[config.mk]
export PLATFORM = sky130hd
export DESIGN_NAME = markov_song_generator_flat
export DESIGN_NICKNAME = d
export VERILOG_FILES = /design/src/rtl/markov_song_generator_pkg.sv /design/src/rtl/markov_song_generator_if.sv /design/src/rtl/markov_lfsr16.sv /design/src/rtl/markov_song_generator.sv /design/src/flat_wrapper.sv
export SDC_FILE = /design/constraint.sdc
export NUM_CORES = 1
export LEC_CHECK = 0
export CAP_MARGIN = 20
export CORE_AREA = 2 2 191 193
export DETAILED_ROUTE_END_ITERATION = 7
export DIE_AREA = 0 0 193 195
export GPL_TIMING_DRIVEN = 0
export PLACE_DENSITY = 0.76
export SETUP_SLACK_MARGIN = 0.4
export SLEW_MARGIN = 20
export SYNTH_ARGS = -nofsm -noshare
export SYNTH_HDL_FRONTEND = slang
export SYNTH_SLANG_ARGS = --single-unit
[constraint.sdc]
create_clock -name clk -period 10.2 [get_ports clk]
set_input_delay 2.04 -clock clk [delete_from_list [all_inputs] [get_ports clk]]
set_output_delay 2.04 -clock clk [all_outputs]
set_load 0.01 [all_outputs]
[src/rtl/markov_song_generator_pkg.sv]
// Shared constants, table layout and FSM encoding for the Markov song generator.
// Table entry layout (LSB first): count, context symbols 0..SEQUENCE_LEN-2, successor symbol.
// A symbol is {note, delay}, with the delay in the low bits.
// Also provides the 16-bit Galois LFSR step used by the generator's PRNG.
package markov_song_generator_pkg;

  localparam int unsigned NOTE_BIT_LEN     = 6;
  localparam int unsigned DELAY_BIT_LEN    = 4;
  localparam int unsigned SEQUENCE_LEN     = 2;
  localparam int unsigned SEQ_CNT_BIT_LEN  = 8;
  localparam int unsigned MARKOV_CHAIN_LEN = 16;
  localparam int unsigned SONG_OUTPUT_LEN  = 32;

  localparam int unsigned SYM_BIT_LEN   = NOTE_BIT_LEN + DELAY_BIT_LEN;
  localparam int unsigned CTX_BIT_LEN   = (SEQUENCE_LEN - 1) * SYM_BIT_LEN;
  localparam int unsigned ENTRY_BIT_LEN = SEQUENCE_LEN * SYM_BIT_LEN + SEQ_CNT_BIT_LEN;
  localparam int unsigned TABLE_BIT_LEN = ENTRY_BIT_LEN * MARKOV_CHAIN_LEN;

  // Field offsets inside one table entry.
  localparam int unsigned CNT_OFFSET  = 0;
  localparam int unsigned CTX_OFFSET  = SEQ_CNT_BIT_LEN;
  localparam int unsigned SUCC_OFFSET = SEQ_CNT_BIT_LEN + CTX_BIT_LEN;

  // Sum of all counts fits without overflow.
  localparam int unsigned TOTAL_BIT_LEN    = SEQ_CNT_BIT_LEN + $clog2(MARKOV_CHAIN_LEN);
  localparam int unsigned PROD_BIT_LEN     = 16 + TOTAL_BIT_LEN;
  localparam int unsigned IDX_BIT_LEN      = $clog2(MARKOV_CHAIN_LEN);
  localparam int unsigned SONG_CNT_BIT_LEN = $clog2(SONG_OUTPUT_LEN + 1);

  localparam logic [15:0] LFSR_RESET = 16'hACE1;
  localparam logic [15:0] LFSR_TAPS  = 16'hB400;

  typedef enum logic [2:0] {
    StIdle,
    StScan,
    StDraw,
    StSelect,
    StEmit,
    StFinish
  } gen_state_e;

  // One step of the right-shifting Galois LFSR.
  function automatic logic [15:0] lfsr_step(input logic [15:0] value);
    return {1'b0, value[15:1]} ^ (value[0] ? LFSR_TAPS : 16'h0000);
  endfunction

endpackage

[src/rtl/markov_song_generator_if.sv]
// Symbol stream between the generator and the downstream song player.
//   note_out, delay_out : generated symbol, stable while out_valid && !out_ready
//   out_valid           : symbol available
//   out_ready           : downstream accepts
// master = generator side, slave = consumer side.
interface markov_song_generator_if;
  import markov_song_generator_pkg::*;

  logic [NOTE_BIT_LEN-1:0]  note_out;
  logic [DELAY_BIT_LEN-1:0] delay_out;
  logic                     out_valid;
  logic                     out_ready;

  modport master (
    output note_out,
    output delay_out,
    output out_valid,
    input  out_ready
  );

  modport slave (
    input  note_out,
    input  delay_out,
    input  out_valid,
    output out_ready
  );

endinterface

[src/rtl/markov_lfsr16.sv]
// 16-bit Galois LFSR (taps 16'hB400) used as the generator's PRNG.
//   clk, reset   : clock, asynchronous active-low reset (resets to 16'hACE1)
//   load_i       : load load_value_i (has priority over enable_i)
//   load_value_i : value to load
//   enable_i     : advance one step
//   value_o      : current LFSR state
module markov_lfsr16
  import markov_song_generator_pkg::*;
(
  input  logic        clk,
  input  logic        reset,
  input  logic        load_i,
  input  logic [15:0] load_value_i,
  input  logic        enable_i,
  output logic [15:0] value_o
);

  logic [15:0] lfsr_q;

  always_ff @(posedge clk or negedge reset) begin
    if (!reset) begin
      lfsr_q <= LFSR_RESET;
    end else if (load_i) begin
      lfsr_q <= load_value_i;
    end else if (enable_i) begin
      lfsr_q <= lfsr_step(lfsr_q);
    end
  end

  assign value_o = lfsr_q;

endmodule

[src/rtl/markov_song_generator.sv]
// Markov chain song generator: walks a learned chain table and emits a new song of
// SONG_OUTPUT_LEN (note, delay) symbols, each picked by a count-weighted pseudo-random draw
// among the table entries whose context matches the current context.
//   clk, reset    : clock, asynchronous active-low reset
//   start         : one-cycle pulse, starts a run from IDLE or FINISH
//   seed_context  : initial context (oldest symbol in LSBs), sampled on start
//   lfsr_seed     : PRNG seed (0 selects 16'hACE1), sampled on start
//   markov        : chain table, held stable for the whole run
//   out_if        : symbol stream (master side)
//   done          : high in FINISH until the next start
//   dead_end      : run ended because no entry matched the context
// Optional build macro MARKOV_GEN_DEADEND_RESEED_EN: on a dead end, restart from the seed
// context instead of finishing; only a seed context with no match ends the run.
module markov_song_generator
  import markov_song_generator_pkg::*;
(
  input  logic                      clk,
  input  logic                      reset,
  input  logic                      start,
  input  logic [CTX_BIT_LEN-1:0]    seed_context,
  input  logic [15:0]               lfsr_seed,
  input  logic [TABLE_BIT_LEN-1:0]  markov,
  markov_song_generator_if.master   out_if,
  output logic                      done,
  output logic                      dead_end
);

  gen_state_e                  state_q;
  logic [IDX_BIT_LEN-1:0]      idx_q;
  logic [TOTAL_BIT_LEN-1:0]    total_q;
  logic [TOTAL_BIT_LEN-1:0]    acc_q;
  logic [TOTAL_BIT_LEN-1:0]    r_q;
  logic [CTX_BIT_LEN-1:0]      context_q;
  logic [SONG_CNT_BIT_LEN-1:0] song_cnt_q;
  logic [NOTE_BIT_LEN-1:0]     note_q;
  logic [DELAY_BIT_LEN-1:0]    delay_q;
  logic                        valid_q;
  logic                        done_q;
  logic                        dead_end_q;
`ifdef MARKOV_GEN_DEADEND_RESEED_EN
  logic [CTX_BIT_LEN-1:0]      seed_ctx_q;
  // Current context is the seed context (no symbol emitted since it was loaded).
  logic                        at_seed_q;
`endif

  // Entry currently addressed by the scan/select pointer.
  logic [ENTRY_BIT_LEN-1:0]   entry;
  logic [SEQ_CNT_BIT_LEN-1:0] entry_cnt;
  logic [CTX_BIT_LEN-1:0]     entry_ctx;
  logic [SYM_BIT_LEN-1:0]     entry_succ;
  logic                       entry_hit;
  logic [TOTAL_BIT_LEN-1:0]   entry_weight;
  logic [TOTAL_BIT_LEN-1:0]   total_sum;
  logic [TOTAL_BIT_LEN-1:0]   acc_sum;
  logic                       last_idx;
  logic [IDX_BIT_LEN-1:0]     idx_next;
  logic [TOTAL_BIT_LEN-1:0]   draw_r;
  logic [CTX_BIT_LEN-1:0]     context_shift;
  logic                       start_load;
  logic                       last_song_sym;
  logic [15:0]                lfsr_value;
  logic [15:0]                lfsr_next;
  logic [15:0]                lfsr_load_value;

  assign entry        = markov[idx_q * ENTRY_BIT_LEN +: ENTRY_BIT_LEN];
  assign entry_cnt    = entry[CNT_OFFSET +: SEQ_CNT_BIT_LEN];
  assign entry_ctx    = entry[CTX_OFFSET +: CTX_BIT_LEN];
  assign entry_succ   = entry[SUCC_OFFSET +: SYM_BIT_LEN];
  assign entry_hit    = (entry_cnt != '0) && (entry_ctx == context_q);
  assign entry_weight = entry_hit ? TOTAL_BIT_LEN'(entry_cnt) : '0;
  assign total_sum    = total_q + entry_weight;
  assign acc_sum      = acc_q + entry_weight;
  assign last_idx     = (idx_q == IDX_BIT_LEN'(MARKOV_CHAIN_LEN - 1));
  assign idx_next     = last_idx ? '0 : idx_q + IDX_BIT_LEN'(1);

  // Scale the fresh 16-bit draw into [0, total).
  assign lfsr_next = lfsr_step(lfsr_value);
  assign draw_r    = TOTAL_BIT_LEN'((PROD_BIT_LEN'(lfsr_next) * PROD_BIT_LEN'(total_q)) >> 16);

  // Drop the oldest symbol (LSBs) and append the emitted one at the top.
  assign context_shift = CTX_BIT_LEN'({note_q, delay_q, context_q} >> SYM_BIT_LEN);

  assign start_load      = start && ((state_q == StIdle) || (state_q == StFinish));
  assign lfsr_load_value = (lfsr_seed == 16'h0000) ? LFSR_RESET : lfsr_seed;
  assign last_song_sym   = (song_cnt_q == SONG_CNT_BIT_LEN'(SONG_OUTPUT_LEN - 1));

  markov_lfsr16 u_lfsr (
    .clk          (clk),
    .reset        (reset),
    .load_i       (start_load),
    .load_value_i (lfsr_load_value),
    .enable_i     (state_q == StDraw),
    .value_o      (lfsr_value)
  );

  always_ff @(posedge clk or negedge reset) begin
    if (!reset) begin
      state_q    <= StIdle;
      idx_q      <= '0;
      total_q    <= '0;
      acc_q      <= '0;
      r_q        <= '0;
      context_q  <= '0;
      song_cnt_q <= '0;
      note_q     <= '0;
      delay_q    <= '0;
      valid_q    <= 1'b0;
      done_q     <= 1'b0;
      dead_end_q <= 1'b0;
`ifdef MARKOV_GEN_DEADEND_RESEED_EN
      seed_ctx_q <= '0;
      at_seed_q  <= 1'b0;
`endif
    end else begin
      case (state_q)
        StIdle, StFinish: begin
          if (start_load) begin
            context_q  <= seed_context;
            done_q     <= 1'b0;
            dead_end_q <= 1'b0;
            song_cnt_q <= '0;
            idx_q      <= '0;
            total_q    <= '0;
`ifdef MARKOV_GEN_DEADEND_RESEED_EN
            seed_ctx_q <= seed_context;
            at_seed_q  <= 1'b1;
`endif
            state_q    <= StScan;
          end
        end

        StScan: begin
          total_q <= total_sum;
          idx_q   <= idx_next;
          if (last_idx) begin
            if (total_sum == '0) begin
`ifdef MARKOV_GEN_DEADEND_RESEED_EN
              if (at_seed_q) begin
                done_q     <= 1'b1;
                dead_end_q <= 1'b1;
                state_q    <= StFinish;
              end else begin
                context_q <= seed_ctx_q;
                at_seed_q <= 1'b1;
                total_q   <= '0;
                state_q   <= StScan;
              end
`else
              done_q     <= 1'b1;
              dead_end_q <= 1'b1;
              state_q    <= StFinish;
`endif
            end else begin
              state_q <= StDraw;
            end
          end
        end

        StDraw: begin
          r_q     <= draw_r;
          acc_q   <= '0;
          idx_q   <= '0;
          state_q <= StSelect;
        end

        StSelect: begin
          if (entry_hit && (acc_sum > r_q)) begin
            note_q  <= entry_succ[SYM_BIT_LEN-1:DELAY_BIT_LEN];
            delay_q <= entry_succ[DELAY_BIT_LEN-1:0];
            valid_q <= 1'b1;
            state_q <= StEmit;
          end else begin
            acc_q <= acc_sum;
            idx_q <= idx_next;
            // Only reachable if the table changed mid-run.
            if (last_idx) begin
              done_q     <= 1'b1;
              dead_end_q <= 1'b1;
              state_q    <= StFinish;
            end
          end
        end

        StEmit: begin
          if (out_if.out_ready) begin
            valid_q    <= 1'b0;
            context_q  <= context_shift;
            song_cnt_q <= song_cnt_q + SONG_CNT_BIT_LEN'(1);
            idx_q      <= '0;
            total_q    <= '0;
`ifdef MARKOV_GEN_DEADEND_RESEED_EN
            at_seed_q  <= 1'b0;
`endif
            if (last_song_sym) begin
              done_q  <= 1'b1;
              state_q <= StFinish;
            end else begin
              state_q <= StScan;
            end
          end
        end

        default: state_q <= StIdle;
      endcase
    end
  end

  assign out_if.note_out  = note_q;
  assign out_if.delay_out = delay_q;
  assign out_if.out_valid = valid_q;
  assign done             = done_q;
  assign dead_end         = dead_end_q;

endmodule
[src/flat_wrapper.sv]
// flat-port wrapper written by rule: the top's interface ports become plain ports
module markov_song_generator_flat import markov_song_generator_pkg::*;
  (clk, reset, start, seed_context, lfsr_seed, markov, done, dead_end, out_if_note_out, out_if_delay_out, out_if_out_valid, out_if_out_ready);
  markov_song_generator_if out_if_i ();
  input  logic clk;
  input  logic reset;
  input  logic start;
  input  logic [CTX_BIT_LEN-1:0] seed_context;
  input  logic [15:0] lfsr_seed;
  input  logic [TABLE_BIT_LEN-1:0] markov;
  output logic done;
  output logic dead_end;
  output wire logic [$bits(out_if_i.note_out)-1:0] out_if_note_out;
  output wire logic [$bits(out_if_i.delay_out)-1:0] out_if_delay_out;
  output wire logic [$bits(out_if_i.out_valid)-1:0] out_if_out_valid;
  input wire logic [$bits(out_if_i.out_ready)-1:0] out_if_out_ready;
  assign out_if_note_out = out_if_i.note_out;
  assign out_if_delay_out = out_if_i.delay_out;
  assign out_if_out_valid = out_if_i.out_valid;
  assign out_if_i.out_ready = out_if_out_ready;
  markov_song_generator u_core (.clk(clk), .reset(reset), .start(start), .seed_context(seed_context), .lfsr_seed(lfsr_seed), .markov(markov), .out_if(out_if_i), .done(done), .dead_end(dead_end));
endmodule
==> results.ini, run 1 <==
[final_layout]
area_delta_synth_final_pct = 41.3
nFillCells = 3097
layout_common_cells = clkdlybuf4s50_1 (489), nand2_1 (251), inv_1 (173), fa_1 (141), mux4_2 (120)
drive_above_1_share_pct = 9.79
nets = 2637
mostFrequentLayoutCell = clkdlybuf4s50_1

[placement]
gp_congestion = 1.01
dp_hpwl_mm = 55.7
dp_slack_ps = 1160
io_buffers = 490

[floorplan]
ios = 491
die_height_um = 195
rows = 69
start_util_pct = 39.9
coreArea_um2 = 35400
dieWidth_um = 193
dieArea_um2 = 37600

[critical_path]
crit_path_top_delay_cell = a21oi_1
slowest_delay_ps = 640
worstPathMaxFanout = 10
cp.arrival_ps = 9140
start_kind = input port
critical_path_class = in -> reg
crit_path_frequent_cell = a21oi_1
end_kind = register
rr_worst_depth = 29
worst_ep_required_time_ps = 10500

[grt]
grt_pass1_vias = 14520
grt_overflow = 0
grt_max_degree = 65
grt_pass1_wl_mm = 93.0
antenna_found_initial = 9
grt_usage_pct = 34.3

[clock_network]
clkTransAtPathRegs_ps = 70
cts_hold_buf = 0
cts_root_buffer = clkbuf_16
cts_tree = yes
clk_latency_ps = 370
clk_path_buf_depth = 2
cts_sinks = 88
numCtsBuffers = 9
cts_resized = 0
cts_setup_buffers = 0
htree_levels = 3

[timing]
relSlewSlack_pct = 31.1
timing.final.ws_setup_ps = 1350
rsz0062_at_grt = no
tightestPinTransition_ps = 1030
timing.final.crit_share_pct = 86.7
report.final.slew_viol_count = 0
hold_violations = 0
finalSetupTns_ps = 0
max_freq_ghz = 0.113
min_period_ps = 8850
finalClockSkew_ps = 15.3
finalSetupViolCount = 0

[detailed_routing]
routedWlPerCell_um = 26.9
postRouteAntennaNets = 0
drc = 0
drt_wl_total_mm = 64.5
drt-vias-per-instance = 5.81
vias = 13914
drt_iter0_markers = 1389
first_pass_iters = 5

[synth]
yosys-top-cells-area = fa_1 (20%), mux4_2 (19%), dfrtp_1 (14%), ha_1 (8.2%), nand2_1 (6.7%)
yosysTopAreaCell = fa_1
postSynth.asyncResetShare_pct = 100
yosysTopAreaCellShare_pct = 20.0
synthDistinctLibCells = 65
ys.flop_type = dfrtp_1
synth-edff-count = 0
synth.net_count = 2134
yosysSeqAreaShare_pct = 15.7
synth.avg_cell_area_um2 = 9.92
netlist_instances = 1423
yosys_register_bits = 88
yosysWarnings = 0
synth_area_um2 = 14100

[pwr]
power_density_nw_per_um2 = 155
leakagePower_nw = 8.49
peakVddDrop_uv = 135
total_power_w = 0.00309

[worst_hold_path]
hold_depth = 2
hold_class = reg -> reg

[job]
maxCapViolCount = 0

[run_status]
status = finished, final reports clean

through the flow:
step / instances / instance area (um2) / utilization, % / hold WS (ps)
CTS: 2391 / 19900 / 56.3 / 504
floorplan: 1423 / 14100 / - / 443
finish: 2396 / 19900 / 56.3 / 503
global route: 2395 / 19900 / 56.3 / 529
detailed placement: 2375 / 19600 / 55.4 / 480
global placement: 2374 / 19600 / 55.4 / 473
metal layers:
layer,global-route usage (%),share of wire (%),wire length (um)
met5,0,0.047,30
met4,10.7,3.6,2320
met3,10.4,10,6500
met2,54.3,47,30600
met1,45.2,39,25100
final cells by class:
| class | instances | area [um2] | share of cell area, % |
|---|---|---|---|
| plain buffers | 97 | 420 | 2.11 |
| repair buffers | 492 | 4940 | 24.8 |
| multi-input cells | 1064 | 10800 | 54.3 |
| diodes | 4 | 10.0 | 0.0502 |
| clock buffers | 9 | 225 | 1.13 |
| well taps | 461 | 577 | 2.89 |
| clock inverters | 7 | 68.8 | 0.345 |
| inverters | 174 | 653 | 3.28 |
| flip-flops and latches | 88 | 2210 | 11.1 |
worst paths after layout:
| path | startpoint | to | slack (ps) |
|---|---|---|---|
| worst max register to register | u_core.idx_q[1] | u_core.acc_q[7] | 1490 |
| min in group asynchronous | reset | u_core.total_q[4] | 1540 |
| worst max-delay path | markov[59] | u_core.acc_q[7] | 1350 |
| max in group asynchronous | reset | u_core.u_lfsr.value_o[11] | 7990 |
| worst min register to register | u_core.r_q[7] | u_core.r_q[7] | 500 |
| worst min-delay path | u_core.r_q[7] | u_core.r_q[7] | 500 |
synth_stat cells, drive strengths merged, types with 7 or more instances:
cell	number
mux4	120
a41o	8
dfstp	8
nand3	12
nor4	14
xor2	24
nand4	9
buf	28
mux2i	26
a21o	12
mux2	13
o21ai	47
xnor2	19
a31oi	18
dfrtp	80
a22oi	20
a21oi	37
nand2	251
and2	61
fa	141
ha	92
a211oi	8
nor2	39
clkbuf	69
a22o	11
inv	174
nand2b	7
cells by family (layout without fill, tap and decap cells):
logic type / Yosys count / in the layout / share of synthesized area [%]
mux: 159 / 159 / 22.2
simple gates: 419 / 419 / 13.5
other cells: 0 / 4 / 0
xor+xnor: 43 / 43 / 2.67
buf+inv: 271 / 779 / 7.61
fa+ha+maj: 233 / 233 / 28.2
flops: 88 / 88 / 15.7
compound gates: 210 / 210 / 10.2
worst max-delay path: cells and delay by family:
family          cells  cell delay (ps)
compound gates     13             3130
xor+xnor            1              210
fa+ha+maj           3              990
buf+inv             2              910
mux                 1              550
simple gates        7             1340
sequential cells by signal (all words and copies together), names as in the netlist, 6 cells and up:
signal                  cells
u_core.u_lfsr.value_o      16
u_core.acc_q               12
u_core.r_q                 12
u_core.total_q             12
u_core.context_q           10
u_core.out_if.note_out      6
u_core.song_cnt_q           6
where the power goes:
group | internal (W) | leakage (nW) | total [W] | switching (W)
Clock | 0.000173 | 0.146 | 0.000342 | 0.000169
Sequential | 0.000432 | 1.14 | 0.000510 | 0.0000788
Combinational | 0.000978 | 7.21 | 0.00224 | 0.00126
Total | 0.00158 | 8.49 | 0.00309 | 0.00151
Power figures use the tool's default switching activity.
==> run 2: changes to the inputs <==
CORE_AREA = 2 2 193 195   (was 2 2 191 193)
DIE_AREA = 0 0 195 197   (was 0 0 193 195)
PLACE_DENSITY = 0.75   (was 0.76)
SYNTH_HIERARCHICAL = 1   (was default)
==> results.ini, run 2 <==
[run_status]
status = finished, final reports clean

[synth]
synthDistinctLibCells = 73  ; +12%
synth_area_um2 = 14300  ; +1.5%
synth.avg_cell_area_um2 = 10.0  ; +0.79%
postSynth.asyncResetShare_pct = 100  ; unchanged
synth_most_common_cell = nand2_1
synth_common_cells = nand2_1 (211), inv_1 (165), fa_1 (141), mux4_2 (110), ha_1 (92)
synth-edff-count = 0  ; unchanged
netlist_instances = 1433  ; +0.70%
yosys_register_bits = 88  ; unchanged
yosysSeqAreaShare_pct = 15.4  ; -0.23 points
yosys-top-cells-area = fa_1 (20%), mux4_2 (17%), dfrtp_1 (14%), ha_1 (8.0%), nand2_1 (5.5%)
yosysTopAreaCellShare_pct = 19.7  ; -0.30 points
yosysWarnings = 6  ; +6
ys.flop_type = dfrtp_1
synth.net_count = 2144  ; +0.47%
yosysTopAreaCell = fa_1

[pwr]
leakagePower_nw = 8.41  ; -0.97%
switching_power_w = 0.00131  ; -13%
p_clk_share_pct = 12.2  ; +1.1 points
comb_power_share_pct = 69.0  ; -3.4 points
peakVddDrop_uv = 128  ; -5.2%
power_frac_seq_pct = 18.8  ; +2.3 points
total_power_w = 0.00278  ; -9.9%
p_int_w = 0.00147  ; -6.9%
power_density_nw_per_um2 = 138  ; -11%
p_sw_share_pct = 47.1  ; -1.7 points

[grt]
antenna_found_initial = 44  ; +35
grt_pass1_vias = 14441  ; -0.54%
grt_overflow = 0  ; unchanged
grt-busiest-layer = met2
grt_usage_pct = 35.9  ; +1.5 points
grt_util_met1_pct = 48.9  ; +3.6 points
grt_max_degree = 77  ; +18%
grt_pass1_wl_mm = 97.7  ; +5.1%
grtUsageMet2_pct = 52.7  ; -1.6 points
met3_usage_pct = 15.3  ; +4.9 points

[detailed_routing]
first_pass_iters = 5  ; unchanged
drc = 0  ; unchanged
drt_wl_total_mm = 68.5  ; +6.2%
drt-vias-per-instance = 5.84  ; +0.57%
vias = 14180  ; +1.9%
drt_iter0_markers = 1696  ; +22%
postRouteAntennaNets = 0  ; unchanged
routedWlPerCell_um = 28.2  ; +4.8%

[final_layout]
seq_area_um2 = 2210  ; unchanged
layout_common_cells = clkdlybuf4s50_1 (489), nand2_1 (211), inv_1 (165), fa_1 (141), mux4_2 (110)
nets = 2646  ; +0.34%
multi_input_area_um2 = 11000  ; +1.5%
mostFrequentLayoutCell = clkdlybuf4s50_1
utilization_pct = 55.7  ; -0.64 points
nFillCells = 3202  ; +3.4%
drive_above_1_share_pct = 9.02  ; -0.77 points
area_delta_synth_final_pct = 41.0
largest_reg_flops = 16  ; unchanged

[timing]
tightestPinTransition_ps = 971  ; -58.5 ps
finalSetupTns_ps = 0  ; unchanged
hold_violations = 0  ; unchanged
holdWs_ps = 487  ; -15.4 ps
relSlewSlack_pct = 35.3  ; +4.2 points
report.final.slew_viol_count = 0  ; unchanged
timing.final.ws_setup_ps = 1330  ; -26.8 ps
finalSetupViolCount = 0  ; unchanged
finalClockSkew_ps = 15.6  ; +0.275 ps
min_period_ps = 8870  ; +26.8 ps
max_freq_ghz = 0.113  ; -0.30%
rsz0062_at_grt = no
timing.final.crit_share_pct = 87.0  ; +0.26 points

[floorplan]
rows = 70  ; +1.4%
start_util_pct = 39.5  ; -0.37 points
dieArea_um2 = 38400  ; +2.1%
ios = 491  ; unchanged
coreArea_um2 = 36300  ; +2.4%
dieWidth_um = 195  ; +1.0%
die_height_um = 197  ; +1.0%

[job]
maxCapViolCount = 0  ; unchanged

[clock_network]
cts_tree = yes
numCtsBuffers = 9  ; unchanged
htree_levels = 3  ; unchanged
cts_root_buffer = clkbuf_16
clkTransAtPathRegs_ps = 70  ; about the same
clk_latency_ps = 360  ; about the same
cts_setup_buffers = 0  ; unchanged
cts_hold_buf = 0  ; unchanged
cts_resized = 0  ; unchanged
clk_path_buf_depth = 2  ; unchanged
cts_sinks = 88  ; unchanged

[critical_path]
worst_ep_required_time_ps = 10440  ; -60 ps
slowest_delay_ps = 600  ; -40 ps
end_kind = register
start_kind = input port
crit_path_top_delay_cell = mux4_2
cp.arrival_ps = 9120  ; -20 ps
critical_path_class = in -> reg
critical-path-top-delay-family = compound AO/OA/AOI/OAI gates
r2r_slack_ps = 2440  ; +950 ps
crit_buf_inv = 2  ; unchanged
worstPathMaxFanout = 10  ; unchanged

[placement]
dp_slack_ps = 1100  ; -58.2 ps
dp_hpwl_mm = 59.6  ; +7.0%
io_buffers = 490  ; unchanged
gp_congestion = 1.03  ; +1.7%

[worst_hold_path]
hold_class = reg -> reg

[run 2: kinds of logic after synthesis]
group,count (synthesis),synth area share [%]
AOI/OAI and AO/OA,200,9.43
DFF,88,15.4
muxes,186,22.7
buffers and inverters,270,7.80
xor gates and xnor gates,56,3.42
and+or+nand+nor,400,13.4
adders and majority gates,233,27.7
[run 2: path summary, 6_finish.rpt]
check | end | startpoint | depth (start not counted)
max reg2reg | u_core/acc_q[4] | u_core/idx_q[2] | 25
max | u_core/acc_q[4] | markov[12] | 25
min reg2reg | u_core/r_q[7] | u_core/r_q[7] | 2
min | u_core/r_q[7] | u_core/r_q[7] | 2
max in group asynchronous | u_core/song_cnt_q[1] | reset | 2
min in group asynchronous | u_core/u_lfsr/value_o[12] | reset | 1
[run 2: final cells by class]
type / count / area share, %
timing repair buffer: 491 / 24.4
clock buffer: 9 / 1.12
tap: 468 / 2.90
sequential: 88 / 11.0
inverter: 166 / 3.09
clock inverter: 7 / 0.372
antenna: 20 / 0.248
multi-input combinational: 1075 / 54.4
buffer: 104 / 2.45
[run 2: worst register-to-register path: stages, from the launching register on]
cell	delay, ps
dfrtp_1	520
buf_1	580
clkbuf_1	680
mux4_2	470
xor2_1	180
a211oi_2	220
nand4_2	250
buf_6	230
a21oi_1	530
ha_1	360
a21o_1	150
a21oi_1	200
nor2b_1	80
o21a_1	190
nor3_1	240
o31ai_1	210
and3_1	240
xor2_1	190
ha_1	280
nand4_1	100
nor2_1	60
a211o_1	250
o221ai_1	560
nor2_4	160
nor2_4	340
mux2_1	370
[run 2: metrics by stage]
| stage | instance area (um2) | cells |
|---|---|---|
| final | 20200 | 2428 |
| after global routing | 20200 | 2413 |
| after CTS | 20100 | 2408 |
| after detailed placement | 19800 | 2392 |
| after global placement | 19800 | 2391 |
| after floorplan | 14300 | 1433 |
[run 2: routing by layer]
layer | vias to the layer above | share of wire [%]
li1 | 5998 | -
met1 | 7094 | 40
met2 | 952 | 42
met3 | 102 | 15
met4 | 34 | 2.3
met5 | - | 0.28
[run 2: power groups by stage]
stage / registers [W] / logic [W] / clock network (W)
after floorplan: 0.000486 / 0.00122 / 0
after global placement: 0.000520 / 0.00185 / 0
after detailed placement: 0.000522 / 0.00188 / 0
after CTS: 0.000517 / 0.00188 / 0.000347
after global routing: 0.000529 / 0.00202 / 0.000361
final: 0.000523 / 0.00192 / 0.000340
==> run 3: changes to the inputs <==
CORE_AREA = 2 2 192 194   (was 2 2 193 195)
DIE_AREA = 0 0 194 196   (was 0 0 195 197)
PLACE_DENSITY = 0.76   (was 0.75)
==> results.ini, run 3 (synthesis gave the netlist of run 2 again) <==
[clock_network]
cts_tree = yes
cts_hold_buf = 0  ; unchanged
cts_sinks = 88  ; unchanged
cts_root_buffer = clkbuf_16
clkTransAtPathRegs_ps = 70  ; about the same
numCtsBuffers = 9  ; unchanged
clk_latency_ps = 360  ; about the same
cts_resized = 0  ; unchanged
clk_path_buf_depth = 2  ; unchanged
cts_setup_buffers = 0  ; unchanged
htree_levels = 3  ; unchanged

[critical_path]
end_kind = register
crit_path_top_delay_cell = mux4_2
rr_startpoint = u_core/idx_q[2]
slowest_delay_ps = 670  ; +70 ps
r2r_slack_ps = 2300  ; -140 ps
worst_ep_required_time_ps = 10430  ; about the same
cp.arrival_ps = 9220  ; +100 ps
worstPathMaxFanout = 10  ; unchanged
r2r_end = u_core/acc_q[11]
start_kind = input port
critical_path_class = in -> reg
rr_worst_depth = 25  ; unchanged

[floorplan]
die_height_um = 196  ; -0.51%
coreArea_um2 = 36100  ; -0.48%
dieArea_um2 = 38000  ; -1.0%
start_util_pct = 39.7  ; +0.19 points
rows = 70  ; unchanged
ios = 491  ; unchanged
dieWidth_um = 194  ; -0.51%

[run_status]
status = finished, final reports clean

[final_layout]
largest_reg_flops = 16  ; unchanged
area_delta_synth_final_pct = 40.8
nets = 2646  ; unchanged
drive_above_1_share_pct = 9.02  ; unchanged
layout_common_cells = clkdlybuf4s50_1 (489), nand2_1 (211), inv_1 (165), fa_1 (141), mux4_2 (110)
mostFrequentLayoutCell = clkdlybuf4s50_1
post-route-cell-area_um2 = 20200  ; -0.12%

[grt]
grt_overflow = 0  ; unchanged
grt_pass1_wl_mm = 99.5  ; +1.8%
antenna_found_initial = 50  ; +14%
grt_pass1_vias = 14495  ; +0.37%
grt_usage_pct = 36.9  ; +1.0 points
grt_max_degree = 73  ; -5.2%

[job]
maxCapViolCount = 0  ; unchanged

[detailed_routing]
drt-vias-per-instance = 5.79  ; -0.85%
drt_iter0_markers = 1268  ; -25%
first_pass_iters = 7  ; +2
drc = 0  ; unchanged
postRouteAntennaNets = 0  ; unchanged
drt_wl_total_mm = 69.8  ; +1.8%
vias = 14037  ; -1.0%
routedWlPerCell_um = 28.8  ; +2.0%

[timing]
min_period_ps = 8990  ; +112 ps
tightestPinTransition_ps = 985  ; +13.8 ps
timing.final.crit_share_pct = 88.1  ; +1.1 points
hold_violations = 0  ; unchanged
rsz0062_at_grt = no
timing.final.ws_setup_ps = 1210  ; -112 ps
report.final.slew_viol_count = 0  ; unchanged
finalClockSkew_ps = 12.2  ; -3.42 ps
holdWs_ps = 489  ; +2.07 ps
relSlewSlack_pct = 34.3  ; -0.92 points
max_freq_ghz = 0.111  ; -1.2%
finalSetupTns_ps = 0  ; unchanged
finalSetupViolCount = 0  ; unchanged

[worst_hold_path]
hold_depth = 2  ; unchanged
min_to = u_core/r_q[8]
hold_class = reg -> reg
hp-start = u_core/r_q[8]

[pwr]
p_sw_share_pct = 46.9  ; -0.22 points
switching_power_w = 0.00130  ; -1.1%
leakagePower_nw = 8.41  ; about the same
total_power_w = 0.00277  ; -0.62%
p_int_w = 0.00147  ; -0.21%
power_density_nw_per_um2 = 137  ; -0.50%
comb_power_share_pct = 69.1  ; about the same
peakVddDrop_uv = 100  ; -21%
power_frac_seq_pct = 18.7  ; about the same
p_clk_share_pct = 12.2  ; about the same

[placement]
dp_slack_ps = 1140  ; +36.9 ps
dp_hpwl_mm = 60.4  ; +1.4%
gp_congestion = 0.980  ; -4.9%
place_area_um2 = 19800  ; unchanged
io_buffers = 490  ; unchanged

==> run 3: changes by cell type in the layout (fill, tap and decap cells not counted), sizes merged <==
cell / before / now
inv: 169 / 170
diode: 20 / 16
clkinv: 3 / 2
==> run 3: final cells by class <==
class	instances	area (um2)
antenna	16	40.0
buffer	104	494
clock buffer	9	225
clock inverter	7	61.3
fill	3233	15900
inverter	166	623
multi-input combinational	1075	11000
sequential	88	2210
tap	468	586
timing repair buffer	491	4930
==> run 3: worst max-delay path, delay by kind of cell <==
family / cells / cell delay [ps]
AND/OR/NAND/NOR: 8 / 1520
AO/OA/AOI/OAI: 8 / 2580
XOR/XNOR: 2 / 290
buffers and inverters: 2 / 860
multiplexers: 3 / 1290
adder cells (fa/ha/maj): 2 / 630
==> run 3: metrics by stage <==
stage | std cells | utilization, %
4_1_cts | 2408 | 55.8
3_3_place_gp | 2391 | 54.9
3_5_place_dp | 2392 | 55.0
5_1_grt | 2410 | 55.8
2_1_floorplan | 1433 | -
6_report | 2424 | 55.9
==> run 3: worst max path at each step <==
| stage | endpoint | slack [ps] | from | cells past startpoint |
|---|---|---|---|---|
| 6_report | u_core/acc_q[11] | 1210 | markov[36] | 25 |
| 5_1_grt | u_core/acc_q[5] | 1020 | markov[36] | 25 |
| 4_1_cts | u_core/acc_q[11] | 1490 | markov[36] | 25 |
| 3_5_place_dp | u_core/acc_q[2] | 1140 | markov[36] | 25 |
| 3_3_place_gp | u_core/acc_q[11] | 1250 | markov[36] | 25 |
| 2_1_floorplan | u_core/acc_q[11] | 2780 | markov[212] | 24 |
==> run 3: power by group through the flow <==
stage / combinational [W] / sequential [W] / clock (W)
2_1_floorplan: 0.00122 / 0.000486 / 0
3_3_place_gp: 0.00185 / 0.000516 / 0
3_5_place_dp: 0.00187 / 0.000518 / 0
4_1_cts: 0.00188 / 0.000514 / 0.000345
5_1_grt: 0.00201 / 0.000525 / 0.000357
6_report: 0.00191 / 0.000516 / 0.000339
==> run 3: routing by layer <==
layer	part of all wire [%]	wire, um	track usage [%]	vias up
met1	39	27000	47.4	6964
li1	-	-	-	5973
met3	17	12100	22.1	112
met5	0.32	226	0	-
met4	2.2	1530	8.22	40
met2	41	28900	53.3	948
